===== src/rtl/pause_pkg.sv =====
// Shared definitions for the frame-aligned pause path: FSM state encodings and
// helpers that turn millisecond parameters into clock-cycle counts.
package pause_pkg;

  typedef enum logic [1:0] {
    ST_IDLE    = 2'd0,
    ST_ARM     = 2'd1,
    ST_HOLD    = 2'd2,
    ST_RELEASE = 2'd3
  } sync_state_t;

  function automatic int db_cycles(input int clkspd_mhz, input int debounce_ms);
    return clkspd_mhz * 1000 * debounce_ms;
  endfunction

  function automatic int to_cycles(input int clkspd_mhz, input int timeout_ms);
    return clkspd_mhz * 1000 * timeout_ms;
  endfunction

endpackage


===== src/rtl/pause_debounce.sv =====
// Level debouncer: the output follows the input only after the input has
// disagreed with it for CYCLES consecutive clocks.
module pause_debounce #(
  parameter int CYCLES = 1000
) (
  input  logic clk_sys,
  input  logic reset,
  input  logic in,
  output logic out
);

  localparam int CW = (CYCLES < 1) ? 1 : $clog2(CYCLES + 1);
  localparam logic [CW-1:0] LAST = CW'(CYCLES - 1);

  logic [CW-1:0] r_cnt;
  logic          r_out;

  // The flip happens on the clock where the run length reaches CYCLES, so the
  // counter itself never has to hold CYCLES and can never wrap.
  always_ff @(posedge clk_sys) begin
    if (reset) begin
      r_cnt <= '0;
      r_out <= 1'b0;
    end else if (in == r_out) begin
      r_cnt <= '0;
    end else if (r_cnt == LAST) begin
      r_out <= in;
      r_cnt <= '0;
    end else begin
      r_cnt <= r_cnt + CW'(1);
    end
  end

  assign out = r_out;

endmodule


===== src/rtl/pause_frame_sync.sv =====
// Debounces the user pause button and aligns a level pause request to video
// frame boundaries (vblank rising edge), with a timeout if vblank never comes.
module pause_frame_sync
  import pause_pkg::*;
#(
  parameter int CLKSPD      = 12,
  parameter int DEBOUNCE_MS = 10,
  parameter int TIMEOUT_MS  = 50
) (
  input  logic       clk_sys,
  input  logic       reset,
  input  logic       btn_raw,
  input  logic       req_in,
  input  logic       vblank,
  output logic       user_button,
  output logic       pause_request,
  output logic [1:0] sync_state
);

  localparam int DB_CYCLES = db_cycles(CLKSPD, DEBOUNCE_MS);
  localparam int TO_CYCLES = to_cycles(CLKSPD, TIMEOUT_MS);
  localparam int TW = (TO_CYCLES < 1) ? 1 : $clog2(TO_CYCLES + 1);
  localparam logic [TW-1:0] TO_MAX = TW'(TO_CYCLES);

  logic          r_btn_meta;
  logic          r_btn_sync;
  logic          r_vblank_d;
  logic [TW-1:0] r_to_cnt;
  sync_state_t   r_state;
  sync_state_t   w_state_next;
  logic          w_vblank_rise;
  logic          w_timeout;

  always_ff @(posedge clk_sys) begin
    if (reset) begin
      r_btn_meta <= 1'b0;
      r_btn_sync <= 1'b0;
      r_vblank_d <= 1'b0;
    end else begin
      r_btn_meta <= btn_raw;
      r_btn_sync <= r_btn_meta;
      r_vblank_d <= vblank;
    end
  end

  pause_debounce #(.CYCLES(DB_CYCLES)) u_debounce (
    .clk_sys (clk_sys),
    .reset   (reset),
    .in      (r_btn_sync),
    .out     (user_button)
  );

  assign w_vblank_rise = vblank & ~r_vblank_d;
  assign w_timeout     = (r_to_cnt == TO_MAX);

  // ARM waits for a frame edge to start pausing, RELEASE waits for one to stop.
  always_comb begin
    w_state_next = r_state;
    case (r_state)
      ST_IDLE: begin
        if (req_in) w_state_next = ST_ARM;
      end
      ST_ARM: begin
        if (w_vblank_rise)  w_state_next = ST_HOLD;
        else if (!req_in)   w_state_next = ST_IDLE;
        else if (w_timeout) w_state_next = ST_HOLD;
      end
      ST_HOLD: begin
        if (!req_in) w_state_next = ST_RELEASE;
      end
      ST_RELEASE: begin
        if (req_in)                         w_state_next = ST_HOLD;
        else if (w_vblank_rise || w_timeout) w_state_next = ST_IDLE;
      end
      default: w_state_next = ST_IDLE;
    endcase
  end

  always_ff @(posedge clk_sys) begin
    if (reset) begin
      r_state <= ST_IDLE;
    end else begin
      r_state <= w_state_next;
    end
  end

  // Timer only runs while waiting for a frame edge; saturates at the limit.
  always_ff @(posedge clk_sys) begin
    if (reset) begin
      r_to_cnt <= '0;
    end else if ((w_state_next != r_state) || (r_state == ST_IDLE) || (r_state == ST_HOLD)) begin
      r_to_cnt <= '0;
    end else if (r_to_cnt != TO_MAX) begin
      r_to_cnt <= r_to_cnt + TW'(1);
    end
  end

  assign pause_request = (r_state == ST_HOLD) || (r_state == ST_RELEASE);
  assign sync_state    = r_state;

endmodule


===== config.mk =====
export PLATFORM = sky130hd
export DESIGN_NAME = pause_frame_sync
export DESIGN_NICKNAME = d
export VERILOG_FILES = /design/src/rtl/pause_pkg.sv /design/src/rtl/pause_debounce.sv /design/src/rtl/pause_frame_sync.sv
export SDC_FILE = /design/constraint.sdc
export NUM_CORES = 1
export LEC_CHECK = 0
export BUFFER_PORTS_ARGS = -buffer_cell sky130_fd_sc_hd__clkbuf_2
export CAP_MARGIN = 20
export CORE_ASPECT_RATIO = 0.5
export CORE_UTILIZATION = 55
export CTS_CLUSTER_DIAMETER = 150
export CTS_CLUSTER_SIZE = 12
export DETAILED_ROUTE_END_ITERATION = 16
export GPL_TIMING_DRIVEN = 0
export PLACE_DENSITY = 0.73
export SYNTH_ARGS = -nofsm -noshare
export SYNTH_HDL_FRONTEND = slang
export SYNTH_SLANG_ARGS = --single-unit

===== constraint.sdc =====
create_clock -name clk_sys -period 2.18 [get_ports clk_sys]
set_clock_uncertainty 0.2 [all_clocks]
set_input_delay 0.109 -clock clk_sys [delete_from_list [all_inputs] [get_ports clk_sys]]
set_output_delay 0.109 -clock clk_sys [all_outputs]
set_load 0.005 [all_outputs]

; After elaboration in Yosys (flattened, before gate mapping)
; Cells that the tools add are included.
[totals]
word_cells = 36
out_inout_bits = 4
reg_bits = 43
input_bits = 5
[classes]
n_addsub = 2
eq_ne = 8
reduce_logical = 8
bitwise_logic = 3
muxes = 8
[ops]
columns = cell, n
row1 = "20-bit by 1-bit adder with 20-bit output, second input constant", 1
row2 = "20-bit == test, second input constant", 1
row3 = "20-bit inequality test, second input constant", 1
row4 = "17-bit by 1-bit adder with 17-bit output, second input constant", 1
row5 = "17-bit == test, second input constant", 1
row6 = 2-bit 2-to-1 mux, 7
row7 = 2-bit one-hot mux with 4 select lines, 1
row8 = "2-bit == test, second input constant", 2
row9 = 1-bit logical OR, 4
row10 = 3-bit OR reduction, 1
row11 = "2-bit by 1-bit == test with 1-bit output, second input constant", 1
row12 = 2-bit zero test, 1
row13 = 2-bit inequality test, 1
row14 = 1-bit inverter, 2
row15 = 2-bit AND reduction, 1
row16 = 2-bit OR reduction, 1
row17 = 1-bit bitwise AND, 1
row18 = 1-bit == test, 1

; Longest topological paths before layout
; Gate-level depths: netlist of the first run.
[depth]
ltp_word = 10
ltp_mapped = 7
depth_no_buf = 6

; By module
; Synthesis of the first run repeated with hierarchy kept, for this count alone.
[hier_totals]
hier_cells = 220
area_unflattened_um2 = 2025.7
[modules_own_cells]
columns = mod, instances, seq_area_each_um2, cells_each, area_each_um2
row1 = pause_frame_sync, 1, 500.5, 128, 1202.4
row2 = pause_debounce, 1, 360.3, 92, 823.3

; Least setup slack after synthesis of the first run
; No wires, ideal clock.
[synth_path]
path_kind = reg-to-reg
from = reg u_debounce.r_cnt[9]
to = reg u_debounce.r_cnt[12]
stages_incl_launch_ff = 6
arrival_ns = 1.666
setup_ns = 0.115
setup_slack_ns = 0.200
synth_period_minus_slack_ns = 1.980
cell_sequence = dfxtp_1 -> or4b_1 -> or4_4 -> o21ai_4 -> buf_4 -> nor2_1
[synth_between]
elab_chain_len = 2
word_cells_on_any_way = 3
cone_classes = add/sub (1) / eq/ne (1) / reduce/logical (1)
[synth_lines]
columns = item, line_no
row1 = "start, declared", pause_debounce.sv:15  ; logic [CW-1:0] r_cnt;
row2 = "start signal, assigned", pause_debounce.sv:30  ; r_cnt <= r_cnt + CW'(1);
row3 = "parallel branches: the longest is 2 deep, another holds 17-bit by 1-bit adder with 17-bit output", n/a
; Parallel ways; which one is timed is not known.
; A chain may end at the register's enable or synchronous reset.

; Final worst setup path of the first run
[layout_path]
from = reg u_debounce.r_cnt[13]
to = reg u_debounce.r_cnt[12]
[layout_between]
elab_chain_len = 2
[layout_lines]
columns = item, line_no
row1 = 17-bit == test, pause_debounce.sv:26  ; end else if (r_cnt == LAST) begin
row2 = 3-bit OR reduction (no line), n/a
; No other way between the ends.

==> results of run 1 <==
[sequential cells by signal (all words and copies together), names as in the netlist]
register,flops
r_btn_meta,1
r_btn_sync,1
r_to_cnt,20
r_vblank_d,1
sync_state,2
u_debounce.out,1
u_debounce.r_cnt,17
[how the worst max path moves through the flow]
stage	cells after the start	endpoint	startpoint	slack, ns
6_report	5	u_debounce.r_cnt[12]	u_debounce.r_cnt[13]	0.08
5_1_grt	5	u_debounce.r_cnt[8]	u_debounce.r_cnt[13]	0.01
4_1_cts	5	u_debounce.r_cnt[12]	u_debounce.r_cnt[13]	0.008
3_5_place_dp	5	u_debounce.r_cnt[12]	u_debounce.r_cnt[13]	0.02
3_3_place_gp	5	u_debounce.r_cnt[10]	u_debounce.r_cnt[9]	0.06
2_1_floorplan	5	u_debounce.r_cnt[12]	u_debounce.r_cnt[9]	0.20
[cell families after synthesis]
group	share of synthesized area
AO/OA/AOI/OAI	0.101
adder cells (fa/ha/maj)	0.0194
XOR/XNOR	0.109
buffers and inverters	0.0355
AND/OR/NAND/NOR	0.290
flip-flops	0.445
[repair_timing]
action	CTS	global route
hold buffers	6	0
gates resized for setup	0	4
hold endpoints to repair	5	0
buffers inserted	0	4
setup endpoints to repair	0	30
[cell usage after synthesis, types with 4 or more instances]
master    instances
nor4_1            4
nor2_1           30
o21ai_0           9
nand3_1          11
nand4_1           9
xnor2_1          11
dfxtp_1          43
or4_1             4
nand2_1          15
xor2_1           13
inv_1             9
a21oi_1          12
clkbuf_1          6
or3_1             9
[worst max-delay path, delay by kind of cell, from the launching register on]
kind | cells | cell delay (ns)
buffers and inverters | 1 | 0.19
and+or+nand+nor | 3 | 1.07
AOI/OAI and AO/OA | 1 | 0.18
DFF | 1 | 0.36
[power breakdown]
part	internal (mW)	leakage (nW)	switching (mW)
Clock	0.371	0.0612	0.278
Combinational	0.0326	0.289	0.0307
Sequential	0.795	0.347	0.0106
[routing by layer]
| layer | GRT usage | up-vias | share of wire | routed length, µm |
|---|---|---|---|---|
| li1 | - | 826 | - | - |
| met3 | 0.0686 | 8 | 0.031 | 116 |
| met5 | 0 | - | 0 | 0 |
| met4 | 0.0900 | 0 | 0.020 | 75 |
| met1 | 0.253 | 757 | 0.46 | 1760 |
| met2 | 0.390 | 21 | 0.49 | 1850 |
[area by class of cell]
| class | count | area [µm²] |
|---|---|---|
| clock buffer | 6 | 82.6 |
| tap | 48 | 60.1 |
| sequential | 43 | 861 |
| timing repair buffer | 17 | 125 |
| clock inverter | 2 | 35.0 |
| multi-input combinational | 162 | 1010 |
| fill | 236 | 930 |
| buffer | 8 | 37.5 |
| inverter | 9 | 33.8 |
[metrics by stage]
stage / total power, mW / hold WS [ns] / area [µm²]
floorplan: 0.855 / 0.0372 / 1940
global placement: 0.874 / 0.115 / 2030
detailed placement: 0.876 / 0.127 / 2030
CTS: 1.53 / 0.249 / 2210
global route: 1.57 / 0.273 / 2240
finish: 1.52 / 0.246 / 2240
==> impl_metrics.py, run 1 <==
metrics = {
    "floorplan": {
        "die_area_um2": 3780,
        "std_cell_rows": 14,
        "core_um2": 3170,
        "die_y_um": 44.0,
        "die_x_um": 85.9,
        "io_pins": 9,
        "initial_utilization": 0.610,
    },
    "place": {
        "dp_hpwl_um": 2520,
        "place.gp.congestion": 0.775,
        "io_buffer_count": 7,
        "dp_slack_ns": 0.0197,
        "place_inst": 277,
    },
    "cells_and_area": {
        "antenna-diode-count": 0,
        "mostFrequentLayoutCell": "dfxtp_1",
        "mostFrequentLayoutCells": "43 x dfxtp_1, 30 x nor2_1, 15 x nand2_1",
        "fin_util": 0.707,
        "fin_nets": 254,
        "drive_gt1_frac": 0.105,
        "area_growth_pct": 15.8,
        "finalNonFillerCells": 295,
    },
    "grt": {
        "grt_max_degree": 14,
        "overflow": 0,
        "grt_pass1_wl_um": 6260,
        "antenna_found_initial": 0,
        "grt_usage": 0.220,
        "grt_pass1_vias": 1463,
    },
    "worst_setup_path": {
        "startpoint_type": "register",
        "cp.required_ns": 2.18,
        "max_stage_delay_ns": 0.54,
        "cp_max_fo": 10,
        "cp_slowest_cell": "or4b_1",
        "end_kind": "register",
        "rr_worst_depth": 5,
        "critPathKind": "reg -> reg",
        "rr_startpoint": "u_debounce.r_cnt[13]",
        "crit_chain": "or4b_1 -> or4_4 -> o21ai_4 -> buf_4 -> nor2_1",
        "cp.arrival_ns": 2.10,
        "ff2ff_setup_slack_ns": 0.08,
        "worstReg2RegEnd": "u_debounce.r_cnt[12]",
    },
    "hold_path": {
        "hp-start": "r_btn_meta",
        "min_path_cells": 1,
        "hold_path.class": "reg -> reg",
        "min_to": "r_btn_sync",
    },
    "sta": {
        "period_needed_ns": 2.10,
        "hold_violations": 0,
        "slew_headroom": 0.726,
        "clock.fmax_ghz": 0.477,
        "setup_tns_ns": 0,
        "setup_viol": 0,
        "fin_crit_sh": 0.962,
        "maxSlewViolCount": 0,
        "tightest_slew_ns": 0.411,
        "setup_ws_ns": 0.0820,
        "rsz0062_at_grt": "no",
    },
    "clock_network": {
        "cts.sinks": 43,
        "cts_root_buf": "clkbuf_8",
        "clockBufferDepth": 2,
        "htreeDepth": 2,
        "clock_latency_ns": 0.30,
        "clkTransAtPathRegs_ns": 0.09,
        "numCtsBuffers": 5,
        "tritoncts": "built",
    },
    "route": {
        "ant_nets": 0,
        "avgViaCountPerCell": 5.46,
        "drt_drc_violations_left": 0,
        "wl_um": 3800,
        "num_vias": 1612,
        "routedWlPerCell_um": 12.9,
        "drt_iter0_drc": 24,
        "drt_pass1_iterations": 4,
    },
    "synth": {
        "synth_top_area_share": 0.445,
        "synth.top_cells.by_area": "dfxtp_1 44%, xor2_1 5.9%, nor2_1 5.8%",
        "ys.flop_type": "dfxtp_1",
        "ys_async_sr_fraction": 0,
        "yosysUniqueCellTypes": 36,
        "synth_cells": 222,
        "yosys_warnings": 0,
        "ys_seq_area_frac": 0.445,
        "synth_top_area_cell": "dfxtp_1",
        "avgSynthCellArea_um2": 8.72,
        "syn-num-nets": 230,
        "synth_area_um2": 1940,
        "ys_seq_elements": 43,
        "synth-edff-count": 0,
    },
    "pwr": {
        "vdd_drop_max_mv": 0.411,
        "powerDensity_nw_per_um2": 677,
        "leakagePower_nw": 0.698,
    },
    "run": {
        "maxCapViolations": 0,
    },
    "outcome": {
        "status": "finished, final reports clean",
    },
}
Power figures use the tool's default switching activity.
==> run 2, diff against run 1 <==
Settings changed: PLACE_DENSITY 0.73 to 0.72, SYNTH_HIERARCHICAL set to 1.
==> impl_metrics.py, run 2 <==
metrics = {
    "synth": {
        "muxShareOfSynthArea": 0.00494,
        "synth_simple_gate_area_share": 0.327,
        "avgSynthCellArea_um2": 9.21,
        "synth_top_family_by_area": "simple AND/OR/NAND/NOR gates",
        "ys_seq_area_frac": 0.425,
        "synth_fa_ha_area_frac": 0.0185,
        "syn-num-nets": 228,
        "synth_top_area_cell": "dfxtp_1",
        "yosysMostFrequentCell": "dfxtp_1",
        "synth_top_area_share": 0.425,
        "synth_area_um2": 2030,
        "yosys_warnings": 6,
        "synth-xor-area-share": 0.117,
        "synth-edff-count": 0,
        "ys_async_sr_fraction": 0,
        "yosysUniqueCellTypes": 43,
        "ys_seq_elements": 43,
        "ys.flop_type": "dfxtp_1",
        "synth_cells": 220,
        "synth_top_cells_by_count": "43 x dfxtp_1, 21 x nor2_1, 19 x xnor2_1",
        "synth.top_cells.by_area": "dfxtp_1 42%, xnor2_1 8.2%, nor2_1 3.9%",
        "synth-compound-area-share": 0.0698,
    },
    "clock_network": {
        "cts_root_buf": "clkbuf_8",
        "numCtsBuffers": 5,
        "clockBufferDepth": 2,
        "tritoncts": "built",
        "postCtsSetupBuffers": 0,
        "htreeDepth": 2,
        "cts.sinks": 43,
        "clock_latency_ns": 0.29,
        "clkTransAtPathRegs_ns": 0.08,
    },
    "cells_and_area": {
        "seqCellArea_um2": 861,
        "finalNonFillerCells": 292,
        "drive_gt1_frac": 0.145,
        "stdcell_area_um2": 2330,
        "mostFrequentLayoutCells": "43 x dfxtp_1, 21 x nor2_1, 19 x xnor2_1",
        "multiInputGateArea_um2": 1110,
        "mostFrequentLayoutCell": "dfxtp_1",
        "largest_reg_flops": 20,
        "fillers": 278,
        "fin_nets": 248,
        "top_register": "r_to_cnt",
        "area_growth_pct": 15.0,
        "antenna-diode-count": 0,
    },
    "sta": {
        "fin_crit_sh": 0.949,
        "slew_headroom": 0.681,
        "maxSlewViolCount": 0,
        "tightest_slew_ns": 0.478,
        "clock.fmax_ghz": 0.483,
        "setup_viol": 0,
        "period_needed_ns": 2.07,
        "hold_violations": 0,
    },
    "worst_setup_path": {
        "critPathTopFamily": "simple AND/OR/NAND/NOR gates",
        "cp.arrival_ns": 2.06,
        "cp_max_fo": 10,
        "max_stage_delay_ns": 0.44,
        "critPathKind": "reg -> reg",
        "rr_worst_depth": 7,
        "path_depth": 7,
        "crit_chain": "ha_2 -> nand4b_1 -> nor4_4 -> or3_1 -> buf_2 -> buf_4 -> nor2_1",
        "startpoint_type": "register",
        "cp_slowest_cell": "dfxtp_1",
        "rr_startpoint": "u_debounce/r_cnt[0]",
        "cp.required_ns": 2.17,
        "end_kind": "register",
        "worstReg2RegEnd": "u_debounce/r_cnt[14]",
        "cp_num_buf_inv": 2,
        "ff2ff_setup_slack_ns": 0.11,
    },
    "place": {
        "place_area_um2": 2130,
        "place_inst": 279,
        "place.gp.congestion": 0.809,
        "dp_hpwl_um": 2580,
        "io_buffer_count": 8,
    },
    "pwr": {
        "p_total_mw": 1.64,
        "powerDensity_nw_per_um2": 706,
        "leakagePower_nw": 0.742,
        "vdd_drop_max_mv": 0.482,
    },
    "hold_path": {
        "hp-start": "req_in",
        "min_to": "sync_state[0]",
        "min_path_cells": 4,
        "hold_path.class": "in -> reg",
    },
    "route": {
        "wl_um": 3820,
        "drt_iter0_drc": 67,
        "routedWlPerCell_um": 13.1,
        "drt_pass1_iterations": 4,
        "drt_drc_violations_left": 0,
        "avgViaCountPerCell": 5.50,
        "ant_nets": 0,
        "num_vias": 1606,
    },
    "grt": {
        "grt_max_degree": 14,
        "grt_pass1_wl_um": 6280,
        "overflow": 0,
        "grt_usage": 0.210,
        "antenna_found_initial": 0,
        "grt_pass1_vias": 1434,
    },
    "floorplan": {
        "core_um2": 3470,
        "die_x_um": 87.8,
        "die_area_um2": 3940,
        "die_y_um": 44.9,
        "std_cell_rows": 15,
        "io_pins": 9,
        "initial_utilization": 0.583,
    },
    "run": {
        "maxCapViolations": 0,
    },
    "outcome": {
        "status": "finished, final reports clean",
    },
}
## run 2: changes by cell type after synthesis, moves of 6 or more
cell      previous run  this run
nor3_1               3        14
a211oi_1             0         6
nor2_1              30        21
xnor2_1             11        19
a21oi_1             12         0
## run 2: how the worst max path moves through the flow
stage                                       to  slack [ns]                 from
after detailed placement  u_debounce/r_cnt[10]        0.03  u_debounce/r_cnt[0]
after global placement    u_debounce/r_cnt[12]        0.01  u_debounce/r_cnt[0]
after global routing       u_debounce/r_cnt[9]      -0.005  u_debounce/r_cnt[0]
final                     u_debounce/r_cnt[14]        0.11  u_debounce/r_cnt[0]
after CTS                 u_debounce/r_cnt[10]        0.02  u_debounce/r_cnt[0]
after floorplan           u_debounce/r_cnt[12]        0.31  u_debounce/r_cnt[0]
## run 2: timing repair
item,in CTS,in global routing
resized for setup,0,3
endpoints found under the setup margin,0,10
endpoints found under the hold margin,4,0
hold buffers,5,0
## run 2: worst reg2reg max path, delay by kind of cell, from the launching register on
family | cells | cell delay, ns
adders and majority gates | 1 | 0.28
buffers and inverters | 2 | 0.38
and+or+nand+nor | 4 | 0.67
DFF | 1 | 0.44
## run 2: power by group
| group | leakage (nW) | total, mW | switching (mW) | internal (mW) |
|---|---|---|---|---|
| clock network | 0.0654 | 0.721 | 0.263 | 0.458 |
| logic | 0.329 | 0.104 | 0.0524 | 0.0511 |
| registers | 0.348 | 0.820 | 0.0198 | 0.800 |
| total | 0.742 | 1.64 | 0.336 | 1.31 |
## run 2: layer usage
| layer | up-vias | GRT usage | part of all wire |
|---|---|---|---|
| met5 | - | 0 | 0 |
| met4 | 0 | 0.0721 | 0.0076 |
| met3 | 5 | 0.0658 | 0.032 |
| met2 | 17 | 0.344 | 0.46 |
| met1 | 756 | 0.268 | 0.50 |
| li1 | 828 | - | - |
## run 2: cells by family (layout without fill, tap and decap cells)
| logic type | count (synthesis) | in the layout |
|---|---|---|
| AO/OA/AOI/OAI | 20 | 20 |
| adder cells (fa/ha/maj) | 3 | 3 |
| multiplexers | 1 | 1 |
| flip-flops | 43 | 43 |
| AND/OR/NAND/NOR | 110 | 110 |
| XOR/XNOR | 27 | 27 |
| buffers and inverters | 16 | 37 |
## run 2: layout make-up
cell class / count / share of cell area
repair buffers: 13 / 0.0387
inverters: 7 / 0.0113
plain buffers: 9 / 0.0215
flip-flops and latches: 43 / 0.369
clock inverters: 2 / 0.0258
multi-input cells: 161 / 0.475
well taps: 51 / 0.0274
clock buffers: 6 / 0.0311
## run 2: per-stage QoR
| step | hold WS [ns] | util | worst slack, ns | TNS, ns |
|---|---|---|---|---|
| finish | 0.0380 | 0.671 | 0.111 | 0 |
| global route | 0.0449 | 0.671 | -0.00481 | -0.00924 |
| CTS | 0.0263 | 0.666 | 0.0194 | 0 |
| detailed placement | 0.134 | 0.613 | 0.0312 | 0 |
| global placement | 0.115 | 0.613 | 0.0108 | 0 |
| floorplan | -0.0194 | - | 0.308 | 0 |
==> run 3, diff against run 2 <==
Clock period 2.18 ns to 2.1 ns, I/O delays scaled along.
==> impl_metrics.py, run 3 (synthesis results as in run 2) <==
metrics = {
    "cells_and_area": {
        "area_growth_pct": 15.1,
        "antenna-diode-count": 0,
        "mostFrequentLayoutCell": "dfxtp_1",
        "stdcell_area_um2": 2330,
        "mostFrequentLayoutCells": "41 x dfxtp_1, 21 x nor2_1, 19 x xnor2_1",
        "fin_nets": 248,
        "top_register": "r_to_cnt",
        "drive_gt1_frac": 0.154,
        "largest_reg_flops": 20,
    },
    "worst_setup_path": {
        "rr_worst_depth": 7,
        "cp-endpoint": "u_debounce/r_cnt[14]",
        "startpoint_type": "register",
        "critPathLaunch": "u_debounce/r_cnt[0]",
        "worstReg2RegEnd": "u_debounce/r_cnt[14]",
        "cp.arrival_ns": 1.96,
        "end_kind": "register",
        "critPathKind": "reg -> reg",
        "rr_startpoint": "u_debounce/r_cnt[0]",
        "cp_max_fo": 10,
        "cp.required_ns": 2.09,
        "ff2ff_setup_slack_ns": 0.13,
    },
    "place": {
        "place_area_um2": 2130,
        "io_buffer_count": 8,
        "dp_hpwl_um": 2580,
        "place.gp.congestion": 0.809,
        "dp_slack_ns": -0.0488,
    },
    "sta": {
        "setup_ws_ns": 0.125,
        "setup_viol": 0,
        "setup_tns_ns": 0,
        "period_needed_ns": 1.97,
        "clock.fmax_ghz": 0.506,
        "slew_headroom": 0.680,
        "fin_crit_sh": 0.940,
        "rsz0062_at_grt": "no",
        "tightest_slew_ns": 0.480,
        "maxSlewViolCount": 0,
        "hold_violations": 0,
    },
    "pwr": {
        "vdd_drop_max_mv": 0.500,
        "powerDensity_nw_per_um2": 731,
        "leakagePower_nw": 0.743,
    },
    "run": {
        "maxCapViolations": 0,
    },
    "clock_network": {
        "cts.sinks": 43,
        "htreeDepth": 2,
        "cts_root_buf": "clkbuf_8",
        "clockBufferDepth": 2,
        "tritoncts": "built",
        "clkTransAtPathRegs_ns": 0.08,
        "postCtsSetupBuffers": 0,
        "numCtsBuffers": 5,
        "clock_latency_ns": 0.29,
    },
    "grt": {
        "antenna_found_initial": 0,
        "grt_max_degree": 14,
        "grt_pass1_wl_um": 6350,
        "overflow": 0,
        "grt_usage": 0.213,
        "grt_pass1_vias": 1455,
    },
    "floorplan": {
        "core_um2": 3470,
        "die_x_um": 87.8,
        "die_area_um2": 3940,
        "die_y_um": 44.9,
        "std_cell_rows": 15,
        "io_pins": 9,
        "initial_utilization": 0.583,
    },
    "route": {
        "wl_um": 3840,
        "ant_nets": 0,
        "avgViaCountPerCell": 5.57,
        "num_vias": 1625,
        "drt_iter0_drc": 49,
        "drt_drc_violations_left": 0,
        "drt_pass1_iterations": 4,
        "routedWlPerCell_um": 13.1,
    },
    "outcome": {
        "status": "finished, final reports clean",
    },
    "hold_path": {
        "hold_path.class": "in -> reg",
    },
}
-- run 3: changes by cell type in the layout (fill, tap and decap cells not counted) --
cell	previous run	this run
dfxtp_1	43	41
dfxtp_2	0	2
-- run 3: area by class of cell --
cell class	instances	area [µm²]
fillers	276	1140
multi-input cells	161	1110
flip-flops and latches	43	863
repair buffers	13	90.1
clock buffers	6	72.6
well taps	51	63.8
clock inverters	2	60.1
plain buffers	9	50.0
inverters	7	26.3
-- run 3: power breakdown --
group          internal (mW)  switching, mW  leakage, nW
Combinational         0.0530         0.0544        0.329
Sequential             0.831         0.0207        0.348
Clock                  0.475          0.272       0.0654
Total                   1.36          0.347        0.743
-- run 3: worst max-delay path, stage by stage (launching register included) --
cell	delay, ns
dfxtp_2	0.39
ha_2	0.25
nand4b_1	0.17
nor4_4	0.28
or3_1	0.14
buf_2	0.18
buf_4	0.19
nor2_1	0.06
-- run 3: timing repair --
action | in CTS | in global routing
pin swaps | 0 | 0
hold endpoints to repair | 4 | 0
hold buffers | 5 | 0
endpoints found under the setup margin | 10 | 10
gates resized for setup | 1 | 4
-- run 3: worst min-delay path by stage --
stage	endpoint	cells past startpoint	from
finish	sync_state[0]	4	req_in
global route	sync_state[0]	4	req_in
CTS	sync_state[0]	4	req_in
detailed placement	r_btn_meta	2	btn_raw
global placement	r_btn_meta	2	btn_raw
floorplan	r_btn_meta	1	reset
-- run 3: through the flow --
stage,total power [mW],hold WS (ns),instances,utilization
after global placement,0.966,0.111,279,0.613
after floorplan,0.931,-0.0234,220,-
after CTS,1.73,0.0223,292,0.668
after detailed placement,0.970,0.130,279,0.613
final,1.71,0.0349,292,0.672
after global routing,1.77,0.0409,292,0.672
-- run 3: layer usage --
layer,wire length (µm),part of all wire,vias to the layer above,global-route usage
met5,0,0,-,0
met4,29,0.0076,0,0.0754
met3,108,0.028,5,0.0676
met2,1810,0.47,17,0.350
met1,1890,0.49,773,0.270
li1,-,-,830,-
